$ cat src/rtl/elbeth_mem_arbiter.sv
// Arbitrates the instruction and data ports onto one single-port SRAM with a fixed read latency.
// Define ELBETH_ARB_RR_EN for round-robin arbitration; otherwise dmem has fixed priority over imem.
module elbeth_mem_arbiter #(
    parameter int unsigned MEM_BYTES = 4096,
    parameter int unsigned READ_LAT  = 1,
    parameter int unsigned AW        = 12
) (
    input  logic          clk,
    input  logic          rst,

    input  logic          imem_en,
    input  logic [AW-1:0] imem_addr,
    input  logic [3:0]    imem_rw,
    input  logic [31:0]   imem_wdata,
    output logic [31:0]   imem_rdata,
    output logic          imem_ready,
    output logic          imem_error,

    input  logic          dmem_en,
    input  logic [AW-1:0] dmem_addr,
    input  logic [3:0]    dmem_rw,
    input  logic [31:0]   dmem_wdata,
    output logic [31:0]   dmem_rdata,
    output logic          dmem_ready,
    output logic          dmem_error,

    output logic          sram_en,
    output logic [3:0]    sram_we,
    output logic [AW-3:0] sram_addr,
    output logic [31:0]   sram_wdata,
    input  logic [31:0]   sram_rdata
);

    typedef enum logic [1:0] {IDLE, ISSUE, WAIT, RESP} state_t;
    typedef enum logic {PORT_I, PORT_D} port_t;

    state_t        state;
    port_t         grant;
    logic [1:0]    cnt;

    logic          pick_d;
    logic [AW-1:0] req_addr;
    logic [3:0]    req_rw;
    logic [31:0]   req_wdata;
    logic          req_bad;

    // grant doubles as the last-grant pointer: it changes only on a new grant
    always_comb begin
`ifdef ELBETH_ARB_RR_EN
        pick_d    = dmem_en & (~imem_en | (grant == PORT_I));
`else
        pick_d    = dmem_en;
`endif
        req_addr  = pick_d ? dmem_addr  : imem_addr;
        req_rw    = pick_d ? dmem_rw    : imem_rw;
        req_wdata = pick_d ? dmem_wdata : imem_wdata;
        req_bad   = 32'(req_addr) >= MEM_BYTES;
    end

    always_ff @(posedge clk or negedge rst) begin
        if (!rst) begin
            state      <= IDLE;
            grant      <= PORT_I;
            cnt        <= '0;
            imem_rdata <= '0;
            imem_ready <= 1'b0;
            imem_error <= 1'b0;
            dmem_rdata <= '0;
            dmem_ready <= 1'b0;
            dmem_error <= 1'b0;
            sram_en    <= 1'b0;
            sram_we    <= '0;
            sram_addr  <= '0;
            sram_wdata <= '0;
        end else begin
            case (state)
                IDLE: begin
                    if (imem_en || dmem_en) begin
                        grant <= pick_d ? PORT_D : PORT_I;
                        if (req_bad) begin
                            // out-of-range: answer directly, SRAM untouched
                            state <= RESP;
                            if (pick_d) begin
                                dmem_rdata <= '0;
                                dmem_ready <= 1'b1;
                                dmem_error <= 1'b1;
                            end else begin
                                imem_rdata <= '0;
                                imem_ready <= 1'b1;
                                imem_error <= 1'b1;
                            end
                        end else begin
                            state      <= ISSUE;
                            sram_en    <= 1'b1;
                            sram_we    <= req_rw;
                            sram_addr  <= req_addr[AW-1:2];
                            sram_wdata <= req_wdata;
                        end
                    end
                end
                ISSUE: begin
                    sram_en <= 1'b0;
                    sram_we <= '0;
                    cnt     <= 2'(READ_LAT - 1);
                    state   <= WAIT;
                end
                WAIT: begin
                    if (cnt == 2'd0) begin
                        state <= RESP;
                        if (grant == PORT_D) begin
                            dmem_rdata <= sram_rdata;
                            dmem_ready <= 1'b1;
                            dmem_error <= 1'b0;
                        end else begin
                            imem_rdata <= sram_rdata;
                            imem_ready <= 1'b1;
                            imem_error <= 1'b0;
                        end
                    end else begin
                        cnt <= cnt - 2'd1;
                    end
                end
                RESP: begin
                    imem_ready <= 1'b0;
                    imem_error <= 1'b0;
                    dmem_ready <= 1'b0;
                    dmem_error <= 1'b0;
                    state      <= IDLE;
                end
                default: state <= IDLE;
            endcase
        end
    end

endmodule

$ cat config.mk
export PLATFORM = sky130hd
export DESIGN_NAME = elbeth_mem_arbiter
export DESIGN_NICKNAME = d
export VERILOG_FILES = /design/src/rtl/elbeth_mem_arbiter.sv
export SDC_FILE = /design/constraint.sdc
export NUM_CORES = 1
export LEC_CHECK = 0
export BUFFER_PORTS_ARGS = -buffer_cell sky130_fd_sc_hd__buf_2
export CAP_MARGIN = 10
export CELL_PAD_IN_SITES_DETAIL_PLACEMENT = 0
export CELL_PAD_IN_SITES_GLOBAL_PLACEMENT = 1
export CORE_UTILIZATION = 30
export DETAILED_ROUTE_END_ITERATION = 8
export PLACE_DENSITY_LB_ADDON = 0.1
export SYNTH_ARGS = -nofsm -noshare
export SYNTH_HDL_FRONTEND = slang
export SYNTH_SLANG_ARGS = --single-unit
$ cat constraint.sdc
create_clock -name clk -period 5.05 [get_ports clk]
set_input_delay 0.2525 -clock clk [delete_from_list [all_inputs] [get_ports clk]]
set_output_delay 0.2525 -clock clk [all_outputs]
set_load 0.01 [all_outputs]
==> impl_metrics.toml <==
[synth]
synth_common_cells = "dfrtp_1, mux2_2, mux2i_1, o21ai_0, nand2_1"
synth.distinct_cells = 28
synth_top_area_cell = "dfrtp_1"
synth-warning-count = 0
yosys.area.top_type_share_pct = 58.9
synthesis.area_mm2 = 0.00501
syn_area_per_cell_um2 = 13.0
synth-edff-count = 0
synth_cells = 385
synthArstFlopShare_pct = 100
ys_seq_area_share_pct = 58.9
synthFlopType = "dfrtp_1"
ys_ff_latch = 118
yosysMostFrequentCell = "dfrtp_1"
synthTopCellsByArea = "dfrtp_1, mux2_2, mux2i_1, o21ai_0, nand2_1"

[detailed_routing]
wl_per_cell_um = 13.9
vias = 3742
drtIter0Drc = 90
ant_nets = 0
viasPerCell = 4.37
top_layer_used = "met4"
met3WireLength_um = 974
totalWireLength_mm = 12.0
drcViolationCount = 0
drtPass1Iterations = 4
wl_met1_mm = 5.43
met2_wirelength_mm = 5.35

[critical_path]
startpoint_type = "flip-flop"
cp_max_fo = 84
critPathRequiredTime_ps = 5300
worstSetupPathType = "reg2reg"
critPathMaxStageDelay_ps = 550
reg2reg_from = "state[0]"
startpoint = "state[0]"
cp_slowest_cell = "buf_4"
cp_cell_sequence = "inv_1, ha_1, o21ai_4, buf_4, o21ai_0"
cp-end-kind = "flip-flop"
critPathArrivalTime_ps = 2180

[floorplanning]
die-area_mm2 = 0.0172
rows = 46
initial_core_util_pct = 31.1
die_w_um = 131
fp.dieH_um = 131
io-pin-count = 247
core_area_mm2 = 0.0161

[layout]
layout-drive-gt1-share_pct = 54.9
syn2layout_area_growth_pct = 39.7
fillers = 1572
final_nets = 768
final_area_mm2 = 0.00700
antenna_cells = 0

[sta]
layout_min_cycle_time_ps = 1930
finalMaxSlewViolations = 0
finClkSkew_ps = 8.85
setup_viol = 0
period_share_pct = 38.2
slew-limit-headroom_pct = 47.4
tightest_slew_ps = 789
hold_slack_ps = 83.2
timing_hold_violations_final = 0
tns_ps = 0
grt_setup_unrepaired = "false"
fmax_mhz = 518

[cts]
numCtsBuffers = 17
cts_tree = "yes"
cts-resized-gates = 0
path_clk_slew_ps = 60
cts_root_buffer = "clkbuf_16"
htree_levels = 4
post-cts-setup-buffers = 0
clock_latency_ps = 410
ctsHoldBuffers = 1
clock_path_buffers = 2
cts.sinks = 118

[placement]
gp_congestion = 0.721
postPlaceCellArea_mm2 = 0.00642
hpwlAfterDp_mm = 8.58
io_buffers = 240

[global_routing]
grt_pass1_wl_mm = 19.2
gr-total-overflow = 0
gr-usage-all-layers_pct = 14.3
grt_pass1_vias = 3780
antenna_found_initial = 0
grt_max_degree = 85

[power]
power_mw = 4.53
ir_drop_v = 0.000223
power_density_mw_per_mm2 = 647
leakage_nw = 3.57

[status]
status = "finished, final reports clean"

[worst_hold_path]
min-delay-start = "sram_rdata[12]"
min_path_type = "in2reg"

[flow_run]
maxCapViolations = 0
[report_power, final]
group / switching, mW / leakage, nW / internal [mW] / total (mW)
Clock: 0.441 / 0.280 / 0.706 / 1.15
Combinational: 0.877 / 1.88 / 0.844 / 1.72
Sequential: 0.233 / 1.41 / 1.43 / 1.66
[cell type report]
class	instances	area [um^2]	area share, %
Sequential cell	118	2950	42.2
Multi-Input combinational cell	240	1940	27.6
Timing Repair Buffer	246	1250	17.9
Clock buffer	19	453	6.47
Tap cell	216	270	3.86
Clock inverter	13	121	1.73
Inverter	5	18.8	0.268
[cells in the final DEF, fill, tap and decap left out, types with 3 or more instances in the layout]
master,n
mux2i_1,49
clkinv_4,4
buf_2,239
clkinv_2,3
nand2_1,44
clkbuf_16,17
nor2_1,4
nand2b_1,3
inv_6,3
buf_4,6
inv_1,5
o21ai_0,45
mux2_2,68
dfrtp_1,118
ha_1,8
[metal layers]
layer  vias up  track usage [%]
li1       1833                -
met1      1722             17.7
met2       171             22.0
met3        16             5.83
met4         0             6.33
met5         -                0
[stage by stage]
stage	utilization [%]	std cells	setup slack, ps
floorplan	-	386	3330
global placement	39.8	824	3140
detailed placement	39.8	824	3090
CTS	43.5	857	3090
global route	43.5	857	2920
finish	43.5	857	3120
[flip-flops by register name, summed over array words and instances, names as in the netlist, 2 cells and up]
signal / flops
sram_addr: 10
sram_we: 4
imem_rdata: 32
state: 2
cnt: 2
sram_wdata: 32
dmem_rdata: 32
[path summary, 6_finish.rpt]
path	to	slack (ps)	cells past startpoint
hold reg to reg	sram_addr[4]	470	2
setup reg to reg	sram_addr[6]	3120	5
max in group asynchronous	sram_addr[1]	3290	3
setup / recovery	sram_addr[6]	3120	5
min in group asynchronous	imem_rdata[21]	440	2
hold / removal	imem_rdata[12]	80	2
[cells by family (layout without fill, tap and decap cells)]
kind of cell    count (synthesis)  in the layout  synth area share [%]
mux                           118            118                  25.4
flops                         118            118                  58.9
simple gates                   59             59                  5.09
compound gates                 53             53                  5.79
buf+inv                        28            283                  2.77
fa+ha+maj                       8              8                  2.00
other cells                     1              2                0.0748
[worst max-delay path: cells and delay by family (launching register included)]
family | cells | cell delay (ps)
fa+ha+maj | 1 | 320
compound gates | 2 | 300
buf+inv | 2 | 660
flops | 1 | 430
(Power assumes the default switching activity.)
